## src/rtl/rv_writeback_pkg.sv

```systemverilog
// Shared definitions for the uRV writeback stage: load width codes, FSM states
// and the context captured while a load is pending.
package rv_writeback_pkg;

  localparam logic [2:0] LDST_B  = 3'b000;
  localparam logic [2:0] LDST_H  = 3'b001;
  localparam logic [2:0] LDST_L  = 3'b010;
  localparam logic [2:0] LDST_BU = 3'b100;
  localparam logic [2:0] LDST_HU = 3'b101;

  localparam int unsigned CNT_W = 8;

  typedef enum logic {
    WB_IDLE      = 1'b0,
    WB_LOAD_WAIT = 1'b1
  } wb_state_t;

  typedef struct packed {
    logic [2:0] fun;
    logic [4:0] rd;
    logic [1:0] addr;
  } ld_ctx_t;

endpackage

```

## src/rtl/rv_writeback_load_align.sv

```systemverilog
// Combinational load formatter: picks the addressed byte/halfword/word and
// sign- or zero-extends it according to the width code.
module rv_load_align
  import rv_writeback_pkg::*;
(
  input  logic [2:0]  fun,
  input  logic [1:0]  addr,
  input  logic [31:0] data,
  output logic [31:0] value
);

  logic [31:0] w_byte_sh;
  logic [31:0] w_half_sh;

  assign w_byte_sh = data >> {addr, 3'b000};
  assign w_half_sh = data >> {addr[1], 4'b0000};

  always_comb begin
    value = 32'd0;
    case (fun)
      LDST_B:  value = {{24{w_byte_sh[7]}}, w_byte_sh[7:0]};
      LDST_BU: value = {24'd0, w_byte_sh[7:0]};
      LDST_H:  value = {{16{w_half_sh[15]}}, w_half_sh[15:0]};
      LDST_HU: value = {16'd0, w_half_sh[15:0]};
      LDST_L:  value = data;
      default: value = 32'd0;
    endcase
  end

endmodule

```

## src/rtl/rv_writeback.sv

```systemverilog
// uRV writeback stage: registers ALU results into the register file port and
// waits for, formats and writes load data, with a stall request and timeout.
module rv_writeback
  import rv_writeback_pkg::*;
#(
  parameter int unsigned G_LOAD_TIMEOUT = 16
) (
  input  logic        clk_i,
  input  logic        rst_i,
  input  logic [2:0]  x_fun_i,
  input  logic        x_load_i,
  input  logic [4:0]  x_rd_i,
  input  logic [31:0] x_rd_value_i,
  input  logic        x_rd_write_i,
  input  logic [31:0] x_dm_addr_i,
  input  logic [31:0] dm_data_l_i,
  input  logic        dm_load_done_i,
  output logic        w_stall_req_o,
  output logic        w_load_err_o,
  output logic [4:0]  rf_rd_o,
  output logic [31:0] rf_rd_value_o,
  output logic        rf_rd_write_o
);

  localparam int unsigned LIMIT = G_LOAD_TIMEOUT - 1;

  wb_state_t        r_state, w_state_nx;
  logic [CNT_W-1:0] r_count, w_count_nx;
  ld_ctx_t          r_ctx, w_ctx_nx;
  logic [4:0]       w_rd_nx;
  logic [31:0]      w_val_nx;
  logic             w_we_nx;
  logic             w_err_nx;
  logic             w_limit;
  logic [2:0]       w_sel_fun;
  logic [1:0]       w_sel_addr;
  logic [31:0]      w_aligned;
  logic             w_unused;

  assign w_unused = &{1'b0, x_dm_addr_i[31:2]};

  // The timeout fires on the wait cycle whose incremented count would reach the limit.
  assign w_limit = (9'(r_count) + 9'd1) >= 9'(LIMIT);

  assign w_sel_fun  = (r_state == WB_LOAD_WAIT) ? r_ctx.fun  : x_fun_i;
  assign w_sel_addr = (r_state == WB_LOAD_WAIT) ? r_ctx.addr : x_dm_addr_i[1:0];

  rv_load_align u_align (
    .fun   (w_sel_fun),
    .addr  (w_sel_addr),
    .data  (dm_data_l_i),
    .value (w_aligned)
  );

  // Next-state, stall and register-file write decisions.
  always_comb begin
    w_state_nx    = r_state;
    w_count_nx    = r_count;
    w_ctx_nx      = r_ctx;
    w_rd_nx       = rf_rd_o;
    w_val_nx      = rf_rd_value_o;
    w_we_nx       = 1'b0;
    w_err_nx      = 1'b0;
    w_stall_req_o = 1'b0;
    case (r_state)
      WB_IDLE: begin
        if (!x_load_i) begin
          w_rd_nx  = x_rd_i;
          w_val_nx = x_rd_value_i;
          w_we_nx  = x_rd_write_i && (x_rd_i != 5'd0);
        end else if (dm_load_done_i) begin
          w_rd_nx  = x_rd_i;
          w_val_nx = w_aligned;
          w_we_nx  = (x_rd_i != 5'd0);
        end else begin
          w_stall_req_o = 1'b1;
          w_ctx_nx      = '{fun: x_fun_i, rd: x_rd_i, addr: x_dm_addr_i[1:0]};
          w_count_nx    = '0;
          w_state_nx    = WB_LOAD_WAIT;
        end
      end
      WB_LOAD_WAIT: begin
        w_stall_req_o = !dm_load_done_i;
        if (dm_load_done_i) begin
          w_rd_nx    = r_ctx.rd;
          w_val_nx   = w_aligned;
          w_we_nx    = (r_ctx.rd != 5'd0);
          w_state_nx = WB_IDLE;
        end else if (w_limit) begin
          w_err_nx   = 1'b1;
          w_count_nx = '0;
          w_state_nx = WB_IDLE;
        end else begin
          w_count_nx = r_count + CNT_W'(1);
        end
      end
      default: w_state_nx = WB_IDLE;
    endcase
  end

  always_ff @(posedge clk_i or posedge rst_i) begin
    if (rst_i) begin
      r_state       <= WB_IDLE;
      r_count       <= '0;
      r_ctx         <= '0;
      rf_rd_o       <= 5'd0;
      rf_rd_value_o <= 32'd0;
      rf_rd_write_o <= 1'b0;
      w_load_err_o  <= 1'b0;
    end else begin
      r_state       <= w_state_nx;
      r_count       <= w_count_nx;
      r_ctx         <= w_ctx_nx;
      rf_rd_o       <= w_rd_nx;
      rf_rd_value_o <= w_val_nx;
      rf_rd_write_o <= w_we_nx;
      w_load_err_o  <= w_err_nx;
    end
  end

endmodule

```

## config.mk

```make
export PLATFORM = sky130hd
export DESIGN_NAME = rv_writeback
export DESIGN_NICKNAME = d
export VERILOG_FILES = /design/src/rtl/rv_writeback_pkg.sv /design/src/rtl/rv_writeback_load_align.sv /design/src/rtl/rv_writeback.sv
export SDC_FILE = /design/constraint.sdc
export NUM_CORES = 1
export LEC_CHECK = 0
export CAP_MARGIN = 10
export CORE_AREA = 8 8 97 99
export CTS_BUF_LIST = sky130_fd_sc_hd__clkbuf_16
export DETAILED_ROUTE_END_ITERATION = 12
export DIE_AREA = 0 0 105 107
export MAX_ROUTING_LAYER = met4
export PLACE_DENSITY_LB_ADDON = 0.2
export SYNTH_ARGS = -nofsm -noshare
export SYNTH_HDL_FRONTEND = slang
export SYNTH_HIERARCHICAL = 1
export SYNTH_SLANG_ARGS = --single-unit
```

## constraint.sdc

```tcl
create_clock -name clk_i -period 4 [get_ports clk_i]
set_input_delay 0.6 -clock clk_i [delete_from_list [all_inputs] [get_ports clk_i]]
set_output_delay 0.6 -clock clk_i [all_outputs]
set_load 0.005 [all_outputs]
```

==> reports/metrics.cfg, run 1 <==
[timing]
rsz0062_at_grt = no
final_hold_viol_count = 0
fin_crit_ns = 3.00
finalSetupViolations = 0
max_freq_mhz = 333
slew_headroom_pct = 39.2
finalClockSkew_ns = 0.00773
drv_slew = 0
worst_pin_slew_ns = 0.909
tns_ns = 0
period_share_pct = 75.0

[clock_network]
cts_tree = done
clk_pin_slew_ns = 0.05
clock_path_buffers = 2
cts_resized = 0
cts_sinks = 58
cts_made_buffers = 9
ctsRootBufferMaster = clkbuf_16
worst_skew_pair.late_latency_ns = 0.33
cts_setup_buffers = 0
cts_max_level = 3
cts_hold_buf = 0

[route]
firstDrtPassIters = 4
wire_per_inst_um = 17.7
avgViaCountPerCell = 5.49
vias = 3198
finalWirelength_mm = 10.3
drt_iter0_markers = 133
final_antenna_net_count = 0
drc = 0

[synth]
synth_fp_nets = 480
syn_area_mm2 = 0.00361
synth_ff_type = dfrtp_1
netlist_instances = 369
synth-edff-count = 0
netlist.area_leader.share_pct = 40.2
yosys-top-cells-area = dfrtp_1 (40%), mux2i_1 (12%), mux2_2 (6.2%)
synth_top_area_cell = dfrtp_1
syn_avg_cell_area_um2 = 9.78
ys_seq_elements = 58
yosysWarnings = 6
yosysUniqueCellTypes = 57
async_flop_share_pct = 100
synth-seq-area-share_pct = 40.2

[min_path]
holdPathStages = 1
hold_path.class = reg -> reg
hold_end = r_ctx[0]
hp-start = r_ctx[0]

[job]
max_cap_viol_count = 0

[floorplanning]
io-pin-count = 149
row_count = 33
die_h_um = 107
core_region_area_mm2 = 0.00793
start_util_pct = 45.5
die_area_mm2 = 0.0112
dieWidth_um = 105

[place]
dp.cells = 567
placed_area_mm2 = 0.00477
port_buffers = 118
dpl.hpwl_mm = 7.83
place.gp.congestion = 0.820

[power]
p_leak_nw = 2.11
power.total_mw = 2.18
max-vdd-ir-drop_mv = 0.267
p_per_area_mw_per_mm2 = 429

[critical_path]
path_class = reg -> out
cp_max_fo = 19
crit_required_ns = 3.40
r2r_end = rf_rd_value_o[10]
cp-end-kind = primary output
timing.rr.start = r_state
rrSetupSlack_ns = 1.21
worst-endpoint-arrival_ns = 2.40
rr_worst_depth = 6
start_kind = flip-flop

[final_layout]
drive_gt1_share_pct = 11.5
finalInstanceArea_mm2 = 0.00509
syn2layout_area_growth_pct = 41.1
n_fill_cell = 666
fin_cells = 583
final_util_pct = 64.2
final_nets = 584
n_antenna_cell = 0

[global_route]
track_usage_pct = 19.0
grt_max_degree = 66
grt_pass1_wl_mm = 16.7
antenna_found_initial = 0
overflow = 0
first_global_vias = 3244

[run_status]
status = complete, no violations

==> per-layer routing <==
metal	GRT usage [%]	vias to the layer above	share of wire (%)	wire [µm]
met5	-	-	0	0
met4	7.14	0	2.1	221
met3	5.82	19	6.2	640
met2	28.9	102	47	4860
met1	23.2	1505	45	4590
li1	-	1572	-	-
==> cell usage after synthesis, drive strengths merged (2+ instances only) <==
library cell	count
mux2	21
nand3b	3
o21ai	8
o221ai	4
a21o	3
dfrtp	58
clkbuf	12
nand2b	2
a22oi	5
a221o	6
and2	4
buf	17
a21oi	40
a31oi	4
nor2b	4
nand2	12
nand3	22
nor3	2
mux2i	42
nand4	2
o211ai	17
ha	2
or2	2
or2b	2
nor2	48
inv	6
mux4	2
nor3b	3
nor4	2
==> worst max-delay path: stages (launching register included) <==
cell and delay [ns]:
dfrtp_1 0.73, or2_2 0.23, or2b_2 0.44, inv_1 0.15
clkdlybuf4s50_1 0.51
==> sequential cells by signal (all words and copies together) (netlist names) <==
register and cells:
rf_rd_write_o 1, rf_rd_value_o 32, r_count 8, r_state 1, rf_rd_o 5, r_ctx 10, w_load_err_o 1
==> through the flow <==
stage | hold slack (ns) | setup WS (ns)
floorplan | 0.475 | 1.63
global placement | 0.483 | 1.08
detailed placement | 0.493 | 1.04
CTS | 0.508 | 0.980
global route | 0.520 | 0.876
finish | 0.508 | 1.00
==> cells in the final DEF, fill, tap and decap left out, drive strengths merged, types with 2 or more instances in the layout <==
cell / count
mux2: 21
a21o: 3
nand4: 2
mux2i: 42
nor2b: 4
nor3b: 3
o211ai: 17
inv: 6
clkbuf: 9
nand2: 12
nor3: 2
or2: 2
and2: 4
nor2: 48
a31oi: 4
dfrtp: 58
nand2b: 2
nand3: 22
o21ai: 8
bufinv: 2
clkinvlp: 2
a21oi: 40
nor4: 2
clkdlybuf4s50: 117
mux4: 2
buf: 5
a22oi: 5
or2b: 2
clkinv: 3
a221o: 6
ha: 2
nand3b: 3
o221ai: 4
==> area by class of cell <==
class,count,area [µm²],share of cell area [%]
inverter,6,22.5,0.442
clock buffer,9,225,4.42
sequential,58,1450,28.5
multi-input combinational,276,1960,38.5
clock inverter,7,93.8,1.84
timing repair buffer,122,1210,23.7
tap,105,131,2.58
==> worst max-delay path by stage <==
stage,from,endpoint,slack (ns),cells past startpoint
after floorplan,r_state,rf_rd_value_o[27],1.63,9
after global routing,r_state,w_stall_req_o,0.88,4
after detailed placement,x_dm_addr_i[0],rf_rd_value_o[10],1.04,7
final,r_state,w_stall_req_o,1.00,4
after CTS,r_state,w_stall_req_o,0.98,4
after global placement,x_dm_addr_i[0],rf_rd_value_o[10],1.08,7
==> power by group <==
group	leakage (nW)	internal [mW]	switching, mW
combinational	1.26	0.350	0.277
clock	0.151	0.543	0.271
sequential	0.699	0.680	0.0614
total	2.11	1.57	0.610
==> kinds of logic (layout without fill, tap and decap cells) <==
| group | count (synthesis) | count (layout) | share of synthesized area, % |
|---|---|---|---|
| and+or+nand+nor | 113 | 113 | 15.8 |
| adders and majority gates | 2 | 2 | 0.694 |
| buffers and inverters | 35 | 144 | 5.41 |
| DFF | 58 | 58 | 40.2 |
| AOI/OAI and AO/OA | 96 | 96 | 18.2 |
| muxes | 65 | 65 | 19.7 |
Note: power is estimated with default switching activity, not from simulation.
==> run 2, diff against run 1 <==
Settings changed: CORE_AREA 8 8 97 99 to 8 8 100 102, DIE_AREA 0 0 105 107 to 0 0 108 110.
Clock period 4 ns to 3.1 ns, I/O delays scaled along.
==> reports/metrics.cfg, run 2 (synthesis results as in run 1) <==
[critical_path]
cp-end-kind = primary output
crit_required_ns = 2.63
path_class = reg -> out
worst-endpoint-arrival_ns = 2.10
critical_path.top_delay_family = buffers and inverters
slowest_stage = clkdlybuf4s50_1
crit_chain = buf_4 > or2_2 > or2b_2 > inv_1 > clkdlybuf4s50_1
start_kind = flip-flop
cp_max_fo = 11
critPathMaxStageDelay_ns = 0.51
worst-path-buf-inv = 3

[timing]
max_freq_mhz = 390
hold_slack_ns = 0.499
period_share_pct = 82.7
fin_ws_ns = 0.537
tns_ns = 0
fin_crit_ns = 2.56
drv_slew = 0
slew_headroom_pct = 39.1
worst_pin_slew_ns = 0.913
final_hold_viol_count = 0
finalSetupViolations = 0
rsz0062_at_grt = no
finalClockSkew_ns = 0.00772

[final_layout]
drive_gt1_share_pct = 11.5
n_antenna_cell = 0
final_util_pct = 59.8
largest_reg_flops = 32
final_nets = 590
layout_common_cells = clkdlybuf4s50_1 (117), dfrtp_1 (58), nor2_1 (48), mux2i_1 (42), a21oi_1 (40)
final_common_cell = clkdlybuf4s50_1
syn2layout_area_growth_pct = 40.2
fin_cells = 588
largest_register = rf_rd_value_o
finalInstanceArea_mm2 = 0.00506
reg_top3 = rf_rd_value_o x32, r_ctx x10, r_count x8

[power]
swShare_pct = 28.9
p_per_area_mw_per_mm2 = 515
pwr-share-seq_pct = 36.8
p_leak_nw = 2.11
power.total_mw = 2.61
pwr-share-comb_pct = 31.8
p_clk_share_pct = 31.5
p_switching_mw = 0.754
max-vdd-ir-drop_mv = 0.290
internal-power_mw = 1.85

[place]
placed_area_mm2 = 0.00482
place.gp.congestion = 0.830
dp.cells = 576
port_buffers = 118
dp_slack_ns = 0.386
dpl.hpwl_mm = 8.14

[global_route]
grt_max_degree = 66
antenna_found_initial = 0
track_usage_pct = 18.9
grt_pass1_wl_mm = 17.0
overflow = 0
first_global_vias = 3330

[clock_network]
cts_sinks = 58
cts_resized = 0
cts_setup_buffers = 0
cts_max_level = 3
cts_made_buffers = 9
clk_pin_slew_ns = 0.05
clock_path_buffers = 2
worst_skew_pair.late_latency_ns = 0.32
cts_hold_buf = 0
cts_tree = done
ctsRootBufferMaster = clkbuf_16

[route]
vias = 3236
avgViaCountPerCell = 5.50
finalWirelength_mm = 10.9
wire_per_inst_um = 18.6
drt_iter0_markers = 202
drc = 0
final_antenna_net_count = 0
firstDrtPassIters = 4

[floorplanning]
io-pin-count = 149
start_util_pct = 42.6
dieWidth_um = 108
die_h_um = 110
die_area_mm2 = 0.0119
core_region_area_mm2 = 0.00847
row_count = 34

[min_path]
hold_path.class = in -> reg

[run_status]
status = complete, no violations

[job]
max_cap_viol_count = 0

==> run 2: changes by cell type in the layout (fill, tap and decap cells not counted) <==
cell	before	now
buf_4	4	10
bufinv_16	2	0
clkinv_1	0	1
clkinv_2	2	1
clkinv_4	1	0
clkinvlp_4	2	0
inv_1	5	6
==> run 2: path summary, 6_finish.rpt <==
kind	endpoint	slack, ns	from	cells after the start
setup / recovery	w_stall_req_o	0.54	r_state	5
hold reg to reg	r_ctx[7]	0.50	r_ctx[7]	1
setup reg to reg	rf_rd_value_o[22]	0.71	r_state	7
max in group asynchronous	rf_rd_value_o[2]	1.93	rst_i	3
hold / removal	r_count[4]	0.50	dm_load_done_i	4
min in group asynchronous	r_ctx[6]	0.68	rst_i	3
==> run 2: layout make-up <==
type | instances | area, µm²
sequential | 58 | 1450
multi-input combinational | 276 | 1960
clock inverter | 3 | 12.5
tap | 108 | 135
clock buffer | 9 | 225
timing repair buffer | 128 | 1250
fill | 746 | 3410
inverter | 6 | 22.5
==> run 2: tightest hold or removal path, cell delays in order <==
cell,delay [ns]
buf_2,0.08
or2b_2,0.10
inv_1,0.06
nor2_1,0.08
==> run 2: layer usage <==
| metal | track usage, % | vias up | part of all wire [%] |
|---|---|---|---|
| li1 | - | 1570 | - |
| met2 | 28.9 | 99 | 47 |
| met3 | 4.53 | 20 | 5.7 |
| met4 | 8.82 | 0 | 2.6 |
| met5 | - | - | 0 |
| met1 | 23.3 | 1547 | 45 |
==> run 2: power groups by stage <==
stage / Sequential, mW / Clock, mW / Combinational (mW)
final: 0.958 / 0.820 / 0.828
after global routing: 0.973 / 0.881 / 0.901
after CTS: 0.958 / 0.837 / 0.833
after detailed placement: 0.968 / 0 / 0.829
after global placement: 0.961 / 0 / 0.811
after floorplan: 0.960 / 0 / 0.447
